## src/rtl/wb_scoreboard.sv

```systemverilog
// Scoreboard for multi-cycle ops (divider, FPU): tracks in-flight destination registers
// and stalls decode on RAW/WAW hazards that MEM/WB forwarding cannot cover.
module wb_scoreboard #(
    parameter int unsigned NUM_SLOTS = 4,
    parameter int unsigned TAG_W     = $clog2(NUM_SLOTS),
    parameter int unsigned REG_W     = 5
) (
    input  logic             clk_i,
    input  logic             rst_ni,
    input  logic             flush_i,
    input  logic             issue_valid_i,
    input  logic [REG_W-1:0] issue_rd_i,
    input  logic             issue_rd_fp_i,
    output logic             issue_ready_o,
    output logic [TAG_W-1:0] issue_tag_o,
    input  logic [REG_W-1:0] rs1_i,
    input  logic [REG_W-1:0] rs2_i,
    input  logic [REG_W-1:0] rs3_i,
    input  logic             rs1_fp_i,
    input  logic             rs2_fp_i,
    input  logic             rs3_fp_i,
    input  logic [2:0]       rs_used_i,
    input  logic             cmp_valid_i,
    input  logic [TAG_W-1:0] cmp_tag_i,
    output logic             stall_o,
    output logic [TAG_W:0]   inflight_cnt_o,
    output logic             err_o
);

    logic [NUM_SLOTS-1:0] valid_q, valid_d;
    logic [NUM_SLOTS-1:0] fp_q, fp_d;
    logic [REG_W-1:0]     rd_q [NUM_SLOTS];
    logic [REG_W-1:0]     rd_d [NUM_SLOTS];
    logic [TAG_W:0]       cnt_q, cnt_d;
    logic                 err_q, err_d;

    logic                 raw, waw, stall;
    logic                 ready, accept, cmp_ok;
    logic                 found;
    logic [TAG_W-1:0]     free_tag;

    // Integer x0 is hardwired to zero and never creates a dependency.
    function automatic logic reg_hit(input logic [REG_W-1:0] addr, input logic addr_fp,
                                     input logic [REG_W-1:0] slot_rd, input logic slot_fp);
        return (addr_fp == slot_fp) && (addr == slot_rd) && !(!addr_fp && (addr == '0));
    endfunction

    always_comb begin
        raw = 1'b0;
        waw = 1'b0;
        for (int i = 0; i < NUM_SLOTS; i++) begin
            if (valid_q[i]) begin
                raw = raw | (rs_used_i[0] && reg_hit(rs1_i, rs1_fp_i, rd_q[i], fp_q[i]))
                          | (rs_used_i[1] && reg_hit(rs2_i, rs2_fp_i, rd_q[i], fp_q[i]))
                          | (rs_used_i[2] && reg_hit(rs3_i, rs3_fp_i, rd_q[i], fp_q[i]));
                waw = waw | (issue_valid_i && reg_hit(issue_rd_i, issue_rd_fp_i,
                                                      rd_q[i], fp_q[i]));
            end
        end
    end

    always_comb begin
        free_tag = '0;
        found    = 1'b0;
        for (int i = 0; i < NUM_SLOTS; i++) begin
            if (!valid_q[i] && !found) begin
                free_tag = TAG_W'(i);
                found    = 1'b1;
            end
        end
    end

    assign stall  = raw | waw;
    assign ready  = ~&valid_q;
    assign accept = issue_valid_i & ready & ~stall & ~flush_i;
    assign cmp_ok = cmp_valid_i & valid_q[cmp_tag_i];

    // Completion clears on pre-edge state, so a slot freed this cycle is not reused until next.
    always_comb begin
        valid_d = valid_q;
        fp_d    = fp_q;
        rd_d    = rd_q;
        cnt_d   = cnt_q;
        err_d   = err_q;
        if (flush_i) begin
            valid_d = '0;
            cnt_d   = '0;
        end else begin
            if (cmp_valid_i) begin
                if (cmp_ok) begin
                    valid_d[cmp_tag_i] = 1'b0;
                end else begin
                    err_d = 1'b1;
                end
            end
            if (accept) begin
                valid_d[free_tag] = 1'b1;
                rd_d[free_tag]    = issue_rd_i;
                fp_d[free_tag]    = issue_rd_fp_i;
            end
            if (accept && !cmp_ok) begin
                cnt_d = cnt_q + 1'b1;
            end else if (!accept && cmp_ok) begin
                cnt_d = cnt_q - 1'b1;
            end
        end
    end

    always_ff @(posedge clk_i or negedge rst_ni) begin
        if (!rst_ni) begin
            valid_q <= '0;
            fp_q    <= '0;
            cnt_q   <= '0;
            err_q   <= 1'b0;
            for (int i = 0; i < NUM_SLOTS; i++) begin
                rd_q[i] <= '0;
            end
        end else begin
            valid_q <= valid_d;
            fp_q    <= fp_d;
            cnt_q   <= cnt_d;
            err_q   <= err_d;
            rd_q    <= rd_d;
        end
    end

    assign issue_ready_o  = ready;
    assign issue_tag_o    = free_tag;
    assign stall_o        = stall;
    assign inflight_cnt_o = cnt_q;
    assign err_o          = err_q;

endmodule

```

## config.mk

```make
export PLATFORM = sky130hd
export DESIGN_NAME = wb_scoreboard
export DESIGN_NICKNAME = d
export VERILOG_FILES = /design/src/rtl/wb_scoreboard.sv
export SDC_FILE = /design/constraint.sdc
export NUM_CORES = 1
export LEC_CHECK = 0
export ABC_AREA = 1
export BUFFER_PORTS_ARGS = -buffer_cell sky130_fd_sc_hd__buf_4
export CAP_MARGIN = 20
export CORE_ASPECT_RATIO = 1.1
export CORE_MARGIN = 2
export CORE_UTILIZATION = 53
export DETAILED_ROUTE_END_ITERATION = 16
export GPL_TIMING_DRIVEN = 0
export PLACE_DENSITY = 0.77
export SLEW_MARGIN = 10
export SYNTH_ARGS = -nofsm -noshare
export SYNTH_HDL_FRONTEND = slang
export SYNTH_SLANG_ARGS = --single-unit
```

## constraint.sdc

```tcl
create_clock -name clk_i -period 2.1 [get_ports clk_i]
set_input_delay 0.105 -clock clk_i [delete_from_list [all_inputs] [get_ports clk_i]]
set_output_delay 0.105 -clock clk_i [all_outputs]
set_load 0.01 [all_outputs]
```

==> impl_metrics.yaml, run 1 <==
status:
  run_status: "complete, but fails checks"
  violations: "setup timing"
detailed_routing:
  wl_per_cell_um: 17.9
  drt-total-wl_um: 12100
  ant_nets: 0
  drc: 0
  drt_first_pass_iters: 6
  drtIter0Drc: 256
  via_per_inst: 5.98
  vias: 4034
global_routing:
  grt_pass1_wl_um: 17700
  grtUsageTotal: 0.350
  grt_overflow_total: 0
  antenna_found_initial: 0
  grt_max_degree: 33
  grt_pass1_vias: 3543
clock_network:
  cts_root_buffer: "clkbuf_8"
  htree_levels: 2
  clock_path_buffers: 2
  cts_tree: "done"
  numCtsBuffers: 5
  clk_pin_slew_worst_paths_ns: 0.08
  cts.sinks: 32
  clk_latency_ns: 0.30
power_and_ir_drop:
  powerDensity_nw_per_um2: 591
  cellLeakagePower_nw: 2.08
  p_int_mw: 1.42
  swShare: 0.421
  comb_power_share: 0.434
  ir_drop_v: 0.000655
  power_frac_seq: 0.352
  p_clk_frac: 0.214
  p_sw_mw: 1.03
critical_path:
  crit_path_start: "fp_q[1]"
  crit_path_start_kind: "flip-flop"
  r2r-start: "fp_q[1]"
  path_buf_inv: 3
  rrSetupSlack_ns: -0.29
  crit_chain: "inv_2 > nand2_1 > nand2_1 > nor2_1 > nand2_2 > nor2_2 > nor2_1 > nand2_1 > nand2_2 > nand2_2 > nor2_4 > nand4_1 > inv_2 > fa_2 > xnor2_2 > inv_1 > nand2_1 > nand3_1 > nand2_1"
  max_stage_delay_ns: 0.44
  reg2reg_depth: 19
  crit_required_ns: 2.34
  rr_endpoint: "inflight_cnt_o[2]"
  crit_top_cell: "nand2_1"
  criticalPathCategory: "reg -> reg"
  worstPathArrival_ns: 2.63
  crit_path_end_kind: "flip-flop"
  endpoint: "inflight_cnt_o[2]"
  path_delay_family: "simple AND/OR/NAND/NOR gates"
  slowest_stage: "dfrtp_2"
  critPathMaxFanout: 5
  cp.depth: 19
die:
  die_x_um: 77.0
  core_area_um2: 5730
  die_area_um2: 6500
  start_util: 0.542
  die_y_um: 84.3
  ios: 42
  rows: 29
final_layout:
  nNetsFinal: 632
  areaGrowthSynthToFinish_pct: 33.6
  utilization: 0.725
  drive_gt1_frac: 0.360
  antenna_cells: 0
placed_design:
  portBuffers: 37
  dp_slack_ns: -0.569
  dpl.hpwl_um: 8350
  gp_congestion: 1.02
worst_hold_path:
  hold_path_class: "in -> reg"
timing:
  rsz0062_at_grt: "yes"
  tightest_slew_ns: 0.432
  relSlewSlack: 0.712
  fin_crit_sh: 1.14
  min_period_ns: 2.39
  finalHoldViolCount: 0
  holdWs_ns: 0.0310
  setup_viol: 31
  finalWorstSetupSlack_ns: -0.292
  fmax_mhz: 418
  setup_tns_ns: -3.38
  maxSlewViolCount: 0
  clock_skew_ns: 0.0104
synth:
  syn-cell-area_um2: 3110
  mappedNetlistNets: 558
  synth_area_per_cell_um2: 5.94
  synth_cells: 523
  ys_seq_area_frac: 0.258
  yosysUniqueCellTypes: 31
  synth_warnings: 0
  synth-seq-cells: 32
flow_run:
  drv_cap: 0
[power groups by stage]
stage                     Combinational, mW  Clock, mW  Sequential (mW)
after CTS                             0.874      0.521            0.841
after global routing                   1.16      0.550            0.864
after floorplan                       0.559          0            0.792
after global placement                0.815          0            0.837
after detailed placement              0.833          0            0.838
final                                  1.07      0.525            0.864
[flip-flops by register name (all words and copies together), names as in the netlist]
register,flops
rd_q,20
fp_q,4
valid_q,4
inflight_cnt_o,3
err_o,1
[cells by family after synthesis]
| group | share of synthesized area |
|---|---|
| AO/OA/AOI/OAI | 0.162 |
| adder cells (fa/ha/maj) | 0.00644 |
| AND/OR/NAND/NOR | 0.423 |
| flip-flops | 0.258 |
| buffers and inverters | 0.114 |
| XOR/XNOR | 0.0366 |
[worst register-to-register path, stage by stage (launching register included)]
cell     delay (ns)
dfrtp_2        0.44
inv_2          0.09
nand2_1        0.08
nand2_1        0.07
nor2_1         0.16
nand2_2        0.09
nor2_2         0.10
nor2_1         0.05
nand2_1        0.08
nand2_2        0.05
nand2_2        0.08
nor2_4         0.04
nand4_1        0.13
inv_2          0.06
fa_2           0.37
xnor2_2        0.18
inv_1          0.06
nand2_1        0.05
nand3_1        0.07
nand2_1        0.07
[cell type report]
class / count / area (µm²)
Multi-Input combinational cell: 410 / 2150
Fill cell: 496 / 1580
Sequential cell: 32 / 827
Timing Repair Buffer: 69 / 571
Inverter: 68 / 273
Buffer: 11 / 139
Tap cell: 77 / 96.3
Clock buffer: 6 / 82.6
Clock inverter: 2 / 15.0
[routing by layer]
| metal | routed length (µm) | vias to the layer above | global-route usage |
|---|---|---|---|
| met3 | 1160 | 68 | 0.0538 |
| met4 | 761 | 0 | 0.196 |
| met2 | 5790 | 307 | 0.595 |
| li1 | - | 1809 | - |
| met1 | 4400 | 1850 | 0.422 |
| met5 | 0 | - | 0 |
[metrics by stage]
step	instance area (µm²)	total power, mW	cells
after global routing	4150	2.57	675
after CTS	3780	2.24	658
after detailed placement	3500	1.67	637
after floorplan	3130	1.35	523
final	4150	2.46	675
after global placement	3500	1.65	637
[cell usage after synthesis]
master      n  area share
clkbuf_2    2      0.0032
o22ai_1    15       0.030
nor3_1      8       0.013
o211ai_1    4      0.0097
a31o_2      1      0.0028
nand2_1   212        0.26
a21oi_4     2       0.010
o21ai_0    18       0.029
a21boi_0    1      0.0024
nor2_4      2      0.0072
o31ai_1     2      0.0048
or2_2       1      0.0020
nand3_1    25       0.040
inv_1      60       0.072
buf_4       1      0.0024
inv_2       8      0.0097
xor2_1      6       0.017
nor2_1     58       0.070
dfrtp_1    32        0.26
fa_1        1      0.0064
buf_6       5       0.018
a221oi_1    1      0.0028
or2_4       2      0.0056
buf_2       5      0.0080
a21oi_1    12       0.019
nor2_2      2      0.0040
xnor2_1     7       0.020
nand4_1    10       0.020
and2_1      1      0.0020
nand3_2     1      0.0032
o21ai_2    18       0.051
[how the worst min path moves through the flow]
stage                        from  cells after the start         end
after detailed placement   rst_ni                      1    rd_q[15]
after CTS                 flush_i                      2  valid_q[1]
after floorplan            rst_ni                      0       err_o
final                     flush_i                      2  valid_q[1]
after global routing      flush_i                      2  valid_q[1]
after global placement     rst_ni                      1    rd_q[16]
[cell usage in the layout (no fill, tap or decap), drive strengths merged, types with 2 or more instances in the layout]
cell and count:
buf 77, o31ai 2, dfrtp 32, o21ai 36, clkbuf 8, clkinvlp 2
nand4 10, or2 3, o211ai 4, a21oi 14, nor2 62, o22ai 15
nand3 26, xor2 6, inv 68, nor3 8, nand2 212, xnor2 7
[timing repair]
action                                  CTS  global route
gates resized for setup                  44            82
endpoints found under the setup margin   30            31
gates cloned                              0             2
setup buffers                            14            18
hold endpoints to repair                 32             0
pin swaps                                 7            45
hold buffers                              1             0
Power figures use the tool's default switching activity.
==> run 2: changes to the inputs <==
Settings changed: CORE_UTILIZATION 53 to 45, PLACE_DENSITY 0.77 to 0.67.
==> run 2 against run 1 <==
The flow still finishes with violations (setup timing); sequential power decreased by 1%; combinational power is essentially flat; power fell by 2.3%; critical path depth shrank 2; worst setup slack gained 0.059 ns; via count down 6.2%; critical endpoint unchanged.
==> impl_metrics.yaml, run 2 (synthesis results as in run 1) <==
critical_path:
  max_stage_delay_ns: 0.45
  crit_required_ns: 2.28
  path_delay_family: "simple AND/OR/NAND/NOR gates"
  crit_path_start_kind: "flip-flop"
  crit_chain: "buf_4 > nand2_1 > nand3_1 > nor3_2 > nand2_1 > nand2_1 > nor2_1 > nor2_1 > nor2_2 > nand4_1 > inv_1 > fa_2 > xnor2_2 > inv_1 > nand2_1 > nand3_1 > nand2_1"
  path_buf_inv: 3
  worstPathArrival_ns: 2.51
  crit_top_cell: "nand2_1"
  criticalPathCategory: "reg -> reg"
  critPathMaxFanout: 5
  slowest_stage: "dfrtp_2"
  crit_path_end_kind: "flip-flop"
clock_network:
  cts_root_buffer: "clkbuf_8"
  htree_levels: 2
  numCtsBuffers: 5
  cts_tree: "done"
  clk_pin_slew_worst_paths_ns: 0.06
  clk_latency_ns: 0.28
  cts.sinks: 32
  clock_path_buffers: 2
global_routing:
  grt_overflow_total: 0
  grt_pass1_vias: 3477
  antenna_found_initial: 0
  grt_pass1_wl_um: 18400
  grtUsageTotal: 0.313
  grt_max_degree: 33
power_and_ir_drop:
  swShare: 0.414
  p_clk_frac: 0.203
  power_frac_seq: 0.356
  p_int_mw: 1.41
  ir_drop_v: 0.000475
  powerDensity_nw_per_um2: 586
  comb_power_share: 0.441
  cellLeakagePower_nw: 2.06
  power.total_mw: 2.40
  p_sw_mw: 0.994
placed_design:
  dp_slack_ns: -0.565
  gp_congestion: 0.941
  placed_cell_area_um2: 3510
  dpl.hpwl_um: 8750
  portBuffers: 37
final_layout:
  fin_area_um2: 4100
  top_regs: "rd_q: 20 flops, fp_q: 4 flops, valid_q: 4 flops"
  final_cell_mix: "nand2_1 (188), nor2_1 (54), buf_4 (52)"
  top_register: "rd_q"
  largest_reg_flops: 20
  drive_gt1_frac: 0.319
  nNetsFinal: 624
  areaGrowthSynthToFinish_pct: 31.8
  layout_commonest_cell: "nand2_1"
  antenna_cells: 0
timing:
  tightest_slew_ns: 0.439
  maxSlewViolCount: 0
  clock_skew_ns: 0.00551
  finalWorstSetupSlack_ns: -0.233
  fin_crit_sh: 1.11
  setup_tns_ns: -1.89
  finalHoldViolCount: 0
  relSlewSlack: 0.708
  rsz0062_at_grt: "yes"
  min_period_ns: 2.33
  setup_viol: 26
  fmax_mhz: 429
die:
  die_area_um2: 7590
  ios: 42
  die_x_um: 83.3
  die_y_um: 91.2
  core_area_um2: 6630
  start_util: 0.469
  rows: 31
detailed_routing:
  drt_first_pass_iters: 5
  ant_nets: 0
  drt-total-wl_um: 12200
  drtIter0Drc: 242
  via_per_inst: 5.63
  vias: 3783
  wl_per_cell_um: 18.2
  drc: 0
flow_run:
  drv_cap: 0
status:
  run_status: "complete, but fails checks"
  violations: "setup timing"
worst_hold_path:
  hold_path_class: "in -> reg"
## run 2: final timing paths
kind	start	to	slack (ns)	cells past startpoint
worst max-delay path	rd_q[17]	inflight_cnt_o[2]	-0.23	17
worst min-delay path	flush_i	valid_q[1]	0.04	2
worst max register to register	rd_q[17]	inflight_cnt_o[2]	-0.23	17
worst min register to register	err_o	err_o	0.47	1
max in group asynchronous	rst_ni	rd_q[2]	1.45	2
min in group asynchronous	rst_ni	rd_q[15]	0.30	2
## run 2: what timing repair did
action,CTS,global route
hold buffers,1,0
endpoints found under the setup margin,30,31
endpoints found under the hold margin,32,0
gates resized for setup,50,63
gates cloned,0,4
buffers inserted,10,7
pin swaps,10,12
## run 2: through the flow
step	hold slack [ns]	std cells	utilization
after floorplan	-0.191	523	-
final	0.0386	672	0.618
after global routing	0.0389	672	0.618
after CTS	0.0320	661	0.570
after detailed placement	0.0743	642	0.529
after global placement	0.0631	642	0.529
## run 2: worst register-to-register path, stage by stage, from the launching register on
cell	delay, ns
dfrtp_2	0.45
buf_4	0.17
nand2_1	0.06
nand3_1	0.09
nor3_2	0.14
nand2_1	0.10
nand2_1	0.07
nor2_1	0.03
nor2_1	0.14
nor2_2	0.08
nand4_1	0.11
inv_1	0.07
fa_2	0.36
xnor2_2	0.15
inv_1	0.06
nand2_1	0.04
nand3_1	0.06
nand2_1	0.05
## run 2: area by class of cell
class | instances | area, µm²
Buffer | 13 | 153
Clock buffer | 8 | 90.1
Fill cell | 660 | 2530
Inverter | 68 | 263
Multi-Input combinational cell | 410 | 2150
Sequential cell | 32 | 825
Tap cell | 82 | 103
Timing Repair Buffer | 59 | 513
## run 2: layer usage
metal | global-route usage | share of wire | vias to the layer above
li1 | - | - | 1801
met1 | 0.402 | 0.41 | 1765
met2 | 0.525 | 0.48 | 174
met3 | 0.0382 | 0.066 | 43
met4 | 0.143 | 0.043 | 0
met5 | 0 | 0 | -
## run 2: power by group through the flow
stage | clock network, mW | logic [mW] | registers (mW)
final | 0.487 | 1.06 | 0.854
after global routing | 0.528 | 1.16 | 0.860
after CTS | 0.502 | 0.954 | 0.835
after detailed placement | 0 | 0.847 | 0.848
after global placement | 0 | 0.839 | 0.846
after floorplan | 0 | 0.559 | 0.792
==> run 3: changes to the inputs <==
Settings changed: ABC_AREA 1 to default, PLACE_DENSITY 0.67 to 0.68, RECOVER_POWER from default to 25, SLEW_MARGIN 10 to 40.
==> run 3 against run 2 <==
The run still ends with setup timing left; clock power up 3%; maximum frequency is 17% lower; sequential power fell by 11%; via count down 38%; count of clock-buffer cells in the layout fell by 1; worst setup slack lost 0.47 ns; largest cell class unchanged.
==> impl_metrics.yaml, run 3 <==
timing:
  maxSlewViolCount: 0
  fmax_mhz: 357
  min_period_ns: 2.80
  clock_skew_ns: 0.00612
  fin_crit_sh: 1.33
  finalHoldViolCount: 0
  finalWorstSetupSlack_ns: -0.698
  setup_viol: 32
  rsz0062_at_grt: "yes"
  tightest_slew_ns: 0.810
  relSlewSlack: 0.460
  setup_tns_ns: -18.82
  holdWs_ns: 0.130
final_layout:
  final-seq-area_um2: 810
  nNetsFinal: 371
  top_register: "rd_q"
  top_regs: "rd_q: 20 flops, fp_q: 4 flops, valid_q: 4 flops"
  stdcell_count: 418
  largest_reg_flops: 20
  fillCellCount: 542
  areaGrowthSynthToFinish_pct: 29.0
  fin_area_um2: 3820
  antenna_cells: 0
  layout_commonest_cell: "xor2_1"
  multi_input_area_um2: 2120
  final_cell_mix: "xor2_1 (47), buf_4 (36), xnor2_1 (35)"
  drive_gt1_frac: 0.518
synth:
  synth_area_per_cell_um2: 9.81
  synthTopCellsByArea: "dfrtp_1 (27%), xor2_1 (14%), xnor2_1 (14%)"
  yosysMostFrequentCell: "xor2_1"
  ys_top_cells_by_count: "xor2_1 (49), xnor2_1 (48), buf_2 (41), dfrtp_1 (32), nor4_1 (20)"
  mappedNetlistNets: 337
  synth-main-ff-cell: "dfrtp_1"
  synth-seq-cells: 32
  synth_edf_count: 0
  syn-cell-area_um2: 2960
  yosysUniqueCellTypes: 39
  synth_cells: 302
  synth_top_area_cell: "dfrtp_1"
  yosysTopAreaCellShare: 0.270
  postSynth.asyncResetShare: 1.00
  ys_seq_area_frac: 0.270
  synth_warnings: 0
detailed_routing:
  drtIter0Drc: 104
  drt_first_pass_iters: 4
  wl_per_cell_um: 20.2
  vias: 2329
  ant_nets: 0
  drc: 0
  via_per_inst: 5.57
  drt-total-wl_um: 8460
critical_path:
  criticalPathCategory: "reg -> reg"
  critPathMaxFanout: 5
  crit_path_start_kind: "flip-flop"
  worstPathArrival_ns: 2.96
  crit_path_end_kind: "flip-flop"
  crit_required_ns: 2.26
clock_network:
  numCtsBuffers: 5
  clock_path_buffers: 2
  cts_root_buffer: "clkbuf_8"
  cts_tree: "done"
  htree_levels: 2
  clk_pin_slew_worst_paths_ns: 0.06
  clk_latency_ns: 0.28
  cts.sinks: 32
die:
  start_util: 0.457
  ios: 42
  die_area_um2: 7250
  core_area_um2: 6480
  rows: 31
  die_y_um: 89.1
  die_x_um: 81.4
global_routing:
  met3_usage: 0.0364
  grt_overflow_total: 0
  grtUsageMet1: 0.296
  top_usage_layer: "met2"
  antenna_found_initial: 0
  grt_max_degree: 33
  use_met2: 0.419
  grtUsageTotal: 0.245
  grt_pass1_vias: 2364
  grt_pass1_wl_um: 12700
placed_design:
  gp_congestion: 0.997
  dpl.hpwl_um: 5900
  portBuffers: 17
  placed_cells: 401
  placed_cell_area_um2: 3310
worst_hold_path:
  hold_path_class: "in -> reg"
flow_run:
  drv_cap: 0
power_and_ir_drop:
  powerDensity_nw_per_um2: 573
  cellLeakagePower_nw: 1.65
  power.total_mw: 2.19
  ir_drop_v: 0.000394
status:
  run_status: "complete, but fails checks"
  violations: "setup timing"
==> run 3: changes by cell type after synthesis, moves of 18 or more <==
| cell | previous run | this run |
|---|---|---|
| buf_2 | 5 | 41 |
| inv_1 | 60 | 5 |
| nand2_1 | 212 | 5 |
| nand3_1 | 25 | 2 |
| nor2_1 | 58 | 7 |
| nor4_1 | 0 | 20 |
| o21ai_0 | 18 | 0 |
| o21ai_2 | 18 | 0 |
| xnor2_1 | 7 | 48 |
| xor2_1 | 6 | 49 |
==> run 3: report_power, final <==
group	internal (mW)	switching, mW
Combinational	0.488	0.440
Clock	0.291	0.210
Sequential	0.691	0.0675
==> run 3: cells by family (layout without fill, tap and decap cells) <==
kind of cell / after synthesis / count (layout) / share of synthesized area
AO/OA/AOI/OAI: 16 / 16 / 0.0537
XOR/XNOR: 97 / 97 / 0.287
adder cells (fa/ha/maj): 1 / 1 / 0.00676
buffers and inverters: 62 / 96 / 0.115
flip-flops: 32 / 32 / 0.270
multiplexers: 28 / 28 / 0.125
AND/OR/NAND/NOR: 66 / 66 / 0.142
==> run 3: timing repair <==
item	4_1_cts	5_1_grt
pin swaps	9	6
hold endpoints to repair	32	0
buffers inserted	16	7
hold buffers	1	0
setup endpoints to repair	32	32
gates resized for setup	34	37
==> run 3: path summary, 6_finish.rpt <==
check	from	endpoint	slack, ns	cells past startpoint
worst max-delay path	fp_q[1]	inflight_cnt_o[2]	-0.70	12
worst min-delay path	issue_rd_fp_i	fp_q[2]	0.13	2
worst max register to register	fp_q[1]	inflight_cnt_o[2]	-0.70	12
worst min register to register	err_o	err_o	0.47	2
max in group asynchronous	rst_ni	rd_q[15]	1.08	2
min in group asynchronous	rst_ni	fp_q[3]	0.46	2
==> run 3: per-stage QoR <==
step / setup slack, ns / util
floorplan: -0.469 / -
global placement: -0.872 / 0.511
detailed placement: -0.891 / 0.511
CTS: -0.678 / 0.566
global route: -0.805 / 0.590
finish: -0.698 / 0.590
==> run 3: metal layers <==
layer,part of all wire,vias up
li1,-,1063
met3,0.057,31
met2,0.50,107
met5,0,-
met4,0.044,0
met1,0.40,1128
==> run 3: layout make-up <==
class,instances,share of cell area
inverter,5,0.00557
clock buffer,7,0.0252
timing repair buffer,40,0.0888
sequential,32,0.212
buffer,44,0.0858
tap,82,0.0269
multi-input combinational,208,0.556
==> run 3: critical path, cell delays in order (launching register included) <==
cell	delay [ns]
dfrtp_1	0.38
buf_6	0.14
xnor2_1	0.14
nand4_1	0.11
nor4_1	0.27
nor4_1	0.12
o22ai_2	0.28
nor3_4	0.08
and2_1	0.16
fa_2	0.36
nor4_2	0.15
o2bb2ai_1	0.15
mux2_2	0.34
